`config.mk`:
```
export PLATFORM = sky130hd
export DESIGN_NAME = traffic_ped_crossing_ctrl
export DESIGN_NICKNAME = d
export VERILOG_FILES = /design/src/rtl/traffic_pkg.sv /design/src/rtl/traffic_ped_crossing_ctrl_rise_edge_det.sv /design/src/rtl/traffic_ped_crossing_ctrl.sv
export SDC_FILE = /design/constraint.sdc
export NUM_CORES = 1
export LEC_CHECK = 0
export ABC_CLOCK_PERIOD_IN_PS = 2700
export BUFFER_PORTS_ARGS = -buffer_cell sky130_fd_sc_hd__buf_2
export CAP_MARGIN = 20
export CORE_AREA = 2 2 39 41
export CTS_CLUSTER_DIAMETER = 200
export DETAILED_ROUTE_END_ITERATION = 7
export DIE_AREA = 0 0 41 43
export PLACE_DENSITY = 0.74
export SYNTH_ARGS = -nofsm -noshare
export SYNTH_HDL_FRONTEND = slang
export SYNTH_SLANG_ARGS = --single-unit
```
`constraint.sdc`:
```
create_clock -name clk_out -period 2.7 [get_ports clk_out]
set_clock_uncertainty 0.05 [all_clocks]
set_input_delay 0 -clock clk_out [delete_from_list [all_inputs] [get_ports clk_out]]
set_output_delay 0 -clock clk_out [all_outputs]
set_load 0.02 [all_outputs]
```
`src/rtl/traffic_pkg.sv`:
```
// rtl/traffic_pkg.sv - shared types and lamp encodings for the pedestrian crossing controller
//
// Purpose : controller state enum and the road/pedestrian lamp codes.
// Ports   : none (package).
package traffic_pkg;

   typedef enum logic [1:0] {
      GREEN     = 2'd0,
      YELLOW    = 2'd1,
      RED_WALK  = 2'd2,
      RED_CLEAR = 2'd3
   } state_e;

   localparam logic [2:0] TRAFF_GREEN  = 3'b001;
   localparam logic [2:0] TRAFF_YELLOW = 3'b010;
   localparam logic [2:0] TRAFF_RED    = 3'b100;

   localparam logic [1:0] PED_DONT_WALK = 2'b01;
   localparam logic [1:0] PED_WALK      = 2'b10;
   localparam logic [1:0] PED_CLEAR     = 2'b11;

endpackage

```
`src/rtl/traffic_ped_crossing_ctrl_rise_edge_det.sv`:
```
// rtl/traffic_ped_crossing_ctrl_rise_edge_det.sv - rising-edge detector for a slow timer square wave
//
// Purpose : one-clock pulse on each rising edge of in. When TRAFFIC_INPUT_SYNC_EN
//           is defined, in first passes through a 2-flop synchronizer (reset 0).
// Ports   : clk   in  system clock
//           reset in  asynchronous, active-high reset
//           in    in  timer square wave
//           pulse out one-clock pulse per rising edge of in
module rise_edge_det (
   input  logic clk,
   input  logic reset,
   input  logic in,
   output logic pulse
);

   logic in_s;

`ifdef TRAFFIC_INPUT_SYNC_EN
   logic [1:0] sync_q, sync_d;

   always_comb sync_d = {sync_q[0], in};

   always_ff @(posedge clk or posedge reset) begin
      if (reset) sync_q <= 2'b00;
      else       sync_q <= sync_d;
   end

   assign in_s = sync_q[1];
`else
   assign in_s = in;
`endif

   logic prev_q, prev_d;

   always_comb prev_d = in_s;

   // prev resets high so a timer already high at reset release is not an event
   always_ff @(posedge clk or posedge reset) begin
      if (reset) prev_q <= 1'b1;
      else       prev_q <= prev_d;
   end

   assign pulse = in_s & ~prev_q;

endmodule

```
`src/rtl/traffic_ped_crossing_ctrl.sv`:
```
// rtl/traffic_ped_crossing_ctrl.sv - Moore FSM for a pedestrian-request road crossing
//
// Purpose : drives the road head and pedestrian head from a latched pedestrian
//           request and 30 s / 3 s timer expiry events. Optional macro
//           TRAFFIC_INPUT_SYNC_EN adds 2-flop synchronizers on all three inputs.
// Ports   : clk_out     in  system clock (divided)
//           reset       in  asynchronous, active-high reset
//           timer_30s   in  30 s timer square wave
//           timer_3s    in  3 s timer square wave
//           button      in  pedestrian request level
//           traff_state out road head one-hot {red, yellow, green}
//           pedes_state out pedestrian head (01 don't-walk, 10 walk, 11 clearance)
module traffic_ped_crossing_ctrl
   import traffic_pkg::*;
#(
   parameter int MIN_GREEN_EVENTS = 1
) (
   input  logic       clk_out,
   input  logic       reset,
   input  logic       timer_30s,
   input  logic       timer_3s,
   input  logic       button,
   output logic [2:0] traff_state,
   output logic [1:0] pedes_state
);

   localparam logic [3:0] MIN_G = 4'(MIN_GREEN_EVENTS);

   logic ev_30, ev_3, button_s;

   rise_edge_det u_det_30 (.clk(clk_out), .reset(reset), .in(timer_30s), .pulse(ev_30));
   rise_edge_det u_det_3  (.clk(clk_out), .reset(reset), .in(timer_3s),  .pulse(ev_3));

`ifdef TRAFFIC_INPUT_SYNC_EN
   logic [1:0] btn_sync_q, btn_sync_d;

   always_comb btn_sync_d = {btn_sync_q[0], button};

   always_ff @(posedge clk_out or posedge reset) begin
      if (reset) btn_sync_q <= 2'b00;
      else       btn_sync_q <= btn_sync_d;
   end

   assign button_s = btn_sync_q[1];
`else
   assign button_s = button;
`endif

   state_e     state_q, state_d;
   logic       req_q, req_d;
   logic [3:0] gcnt_q, gcnt_d;

   always_ff @(posedge clk_out or posedge reset) begin
      if (reset) begin
         state_q <= GREEN;
         req_q   <= 1'b0;
         gcnt_q  <= 4'd0;
      end else begin
         state_q <= state_d;
         req_q   <= req_d;
         gcnt_q  <= gcnt_d;
      end
   end

   // Each state consumes only its own event; events seen elsewhere are dropped.
   always_comb begin
      state_d = state_q;
      req_d   = req_q;
      gcnt_d  = gcnt_q;
      case (state_q)
         GREEN: begin
            if (button_s) req_d = 1'b1;
            if (ev_30 && (gcnt_q < MIN_G)) gcnt_d = gcnt_q + 4'd1;
            // uses the registered request, so a press is served one clock later
            if (req_q && (gcnt_q >= MIN_G)) state_d = YELLOW;
         end
         YELLOW: begin
            if (button_s) req_d = 1'b1;
            if (ev_3) begin
               state_d = RED_WALK;
               req_d   = 1'b0;
            end
         end
         RED_WALK: begin
            if (ev_30) state_d = RED_CLEAR;
         end
         RED_CLEAR: begin
            if (button_s) req_d = 1'b1;
            if (ev_3) begin
               state_d = GREEN;
               gcnt_d  = 4'd0;
            end
         end
         default: begin
            state_d = GREEN;
            gcnt_d  = 4'd0;
         end
      endcase
   end

   always_comb begin
      traff_state = TRAFF_GREEN;
      pedes_state = PED_DONT_WALK;
      case (state_q)
         GREEN:     begin traff_state = TRAFF_GREEN;  pedes_state = PED_DONT_WALK; end
         YELLOW:    begin traff_state = TRAFF_YELLOW; pedes_state = PED_DONT_WALK; end
         RED_WALK:  begin traff_state = TRAFF_RED;    pedes_state = PED_WALK;      end
         RED_CLEAR: begin traff_state = TRAFF_RED;    pedes_state = PED_CLEAR;     end
         default:   begin traff_state = TRAFF_GREEN;  pedes_state = PED_DONT_WALK; end
      endcase
   end

endmodule

```
==> run_results.csv <==
group,metric,value,unit
grt,grt_max_degree,10,
synthesis,netlist_area,579,µm²
pwr,intPower,0.000401,W
detailed_routing,drtPass1Iterations,4,
cts,cts_max_level,1,
pwr,p_per_area,1050,nW/µm²
setup_path,path_buf_inv,1,
cts,cts-buffers-inserted,3,
detailed_routing,vias,445,
timing,holdWs,0.00692,ns
detailed_routing,antenna_left,0,
setup_path,crit_path_max_fanout,6,
outcome,status,"finished clean",
synthesis,syn_nets,70,
floorplanning,ioPinCount,10,
synthesis,synth_common_cells,"9 x ha_1, 9 x inv_1, 7 x dfrtp_1, 4 x o21ai_0",
timing,worst_pin_slew,0.335,ns
synthesis,synth_area_leaders,"dfrtp_1 30%, ha_1 19%, dfstp_2 9.1%, inv_1 5.8%, o21ai_0 3.5%",
floorplanning,dieHeight,43,µm
pwr,ir_worst_vdd,0.510,mV
timing,fmax,0.570,GHz
setup_path,slowest_delay,0.47,ns
timing,fin_setup_tns,0,ns
final_layout,num-nets-final,85,
place,dp.cells,79,
synthesis,synthArstFlopShare,100,%
synthesis,synth_cell_type_count,26,
synthesis,yosysTopAreaCell,"dfrtp_1",
pwr,switchingPower,0.000320,W
grt,first_global_vias,410,
detailed_routing,drt_iter0_drc,3,
cts,root_buffer,"clkbuf_4",
pwr,combPwrFrac,55.4,%
setup_path,crit_type,"register to register",
final_layout,diodes,0,
synthesis,yosys.area.top_type_share,30.2,%
detailed_routing,viasPerCell,5.17,
synthesis,synth.yosys.warnings,0,
cts,cts_sinks,9,
place,hpwlAfterDp,770,µm
setup_path,critPathCaptureType,"register",
floorplanning,die_w,41,µm
grt,grt_pass1_wl,1700,µm
timing,setup_viol,0,
cts,ctsResizeCount,0,
cts,hold_buffers,3,
run,cap_violations,0,
final_layout,n_fill_cell,133,
cts,clock_latency,0.26,ns
pwr,power_leakage,0.344,nW
setup_path,crit_path_top_delay_cell,"or4b_4",
min_path,hold_class,"input pin to register",
detailed_routing,wl,1020,µm
timing,period_share,65.0,%
pwr,pwr-share-seq,29.9,%
timing,period_needed,1.76,ns
floorplanning,rows,14,
detailed_routing,wl_per_cell,11.8,µm
pwr,power.total,0.000721,W
pwr,switching_share,44.4,%
setup_path,path_cells,"inv_1 -> ha_1 -> or4b_4 -> or2_4 -> o311ai_2",
timing,hold_viol,0,
synthesis,yosys_register_bits,9,
place,place_congestion,0.661,
pwr,p_clk_share,14.7,%
synthesis,ys_seq_area_share,39.3,%
setup_path,critPathTopFamily,"simple AND/OR/NAND/NOR gates",
cts,clkSlewWorstSetupHoldPaths,0.06,ns
synthesis,ys.flop_type,"dfrtp_1",
final_layout,finalInstanceArea,689,µm²
setup_path,start_kind,"register",
timing,max-slew-margin-rel,77.7,%
detailed_routing,drt_drc_violations_left,0,
final_layout,layout-drive-gt1-share,28.6,%
floorplanning,dieArea,1760,µm²
grt,grt.overflow.total,0,
cts,cts_tree,"done",
synthesis,synth_cells,56,
grt,antenna_found_initial,0,
floorplanning,start_util,41.9,%
setup_path,critPathRequiredTime,2.82,ns
final_layout,synthToLayoutAreaGrowth,19.0,%
timing,drv_slew,0,
synthesis,synth_edf_count,0,
synthesis,avgSynthCellArea,10.3,µm²
final_layout,final_cell_count_no_fill,86,
timing,rsz0062_at_grt,"no",
setup_path,critPathArrivalTime,1.87,ns
cts,post-cts-setup-buffers,0,
place,portBuffers,9,
cts,clock_path_buffers,2,
floorplanning,core,1380,µm²
grt,track_usage,14.6,%
place,dpl-instance-area,633,µm²
worst paths after layout:
kind / slack (ns) / start / cells after the start / to
max in group asynchronous: 2.12 / reset / 3 / u_det_3.prev_q$_DFF_PP1_
hold reg to reg: 0.49 / gcnt_q[3]$_DFFE_PP0P_ / 1 / gcnt_q[3]$_DFFE_PP0P_
min in group asynchronous: 0.18 / reset / 3 / req_q$_DFFE_PP0P_
setup / recovery: 0.94 / gcnt_q[0]$_DFFE_PP0P_ / 5 / gcnt_q[0]$_DFFE_PP0P_
setup reg to reg: 0.94 / gcnt_q[0]$_DFFE_PP0P_ / 5 / gcnt_q[0]$_DFFE_PP0P_
hold / removal: 0.007 / button / 3 / req_q$_DFFE_PP0P_
layout by cell type (no fill, tap or decap):
master | synthesis | layout
a21oi_1 | 1 | 1
ha_1 | 9 | 9
or2_4 | 1 | 1
nand3_1 | 3 | 3
o21a_1 | 1 | 1
nor2_1 | 1 | 1
nand3b_1 | 1 | 1
dlygate4sd3_1 | 0 | 3
buf_2 | 0 | 9
clkbuf_1 | 1 | 1
clkbuf_4 | 0 | 3
nand2_1 | 3 | 3
o21ai_0 | 4 | 4
dfrtp_1 | 7 | 7
a41oi_1 | 1 | 1
a31oi_1 | 1 | 1
o2bb2ai_1 | 1 | 1
nand2b_1 | 1 | 1
or2_2 | 1 | 1
nand2b_4 | 1 | 1
mux2_2 | 1 | 1
dfstp_2 | 2 | 2
o311ai_2 | 1 | 1
nor4b_1 | 1 | 1
a32oi_1 | 1 | 1
and3_1 | 1 | 1
inv_1 | 9 | 9
or4b_4 | 1 | 1
layout make-up:
cell class                 count  area [µm²]  share of cell area [%]
multi-input combinational     36         307                    44.5
sequential                     9         228                    33.0
timing repair buffer          12        75.1                    10.9
inverter                       9        33.8                    4.90
clock buffer                   4        26.3                    3.81
tap                           16        20.0                    2.90
metal layers:
layer	track usage (%)	vias up	share of wire, %
met5	0	-	0
met4	10.0	0	3.7
met3	4.71	5	1.6
met2	20.9	8	47
met1	17.7	211	48
li1	-	221	-
logic make-up after synthesis:
logic type / after synthesis / synth area share [%]
buffers and inverters: 11 / 7.77
adders and majority gates: 9 / 19.4
DFF: 9 / 39.3
and+or+nand+nor: 15 / 17.5
muxes: 1 / 1.94
AOI/OAI and AO/OA: 11 / 14.0
worst register-to-register path, cell delays in order, from the launching register on:
cell,delay (ns)
dfrtp_1,0.45
inv_1,0.09
ha_1,0.15
or4b_4,0.47
or2_4,0.26
o311ai_2,0.20
sequential cells by signal (all words and copies together), names as in the netlist:
signal / flops
gcnt_q: 4
u_det_3.prev_q: 1
req_q: 1
u_det_30.prev_q: 1
state_q: 2
power by group through the flow:
stage / sequential (W) / combinational (W) / clock, W
floorplan: 0.000206 / 0.000328 / 0
global placement: 0.000215 / 0.000390 / 0
detailed placement: 0.000218 / 0.000397 / 0
CTS: 0.000215 / 0.000404 / 0.000110
global route: 0.000221 / 0.000442 / 0.000119
finish: 0.000216 / 0.000400 / 0.000106
per-stage QoR:
step	utilization [%]	worst slack, ns
3_5_place_dp	45.8	0.956
3_3_place_gp	45.8	0.989
4_1_cts	49.8	0.933
2_1_floorplan	-	1.04
6_report	49.8	0.945
5_1_grt	49.8	0.874
Note: power is estimated with default switching activity, not from simulation.
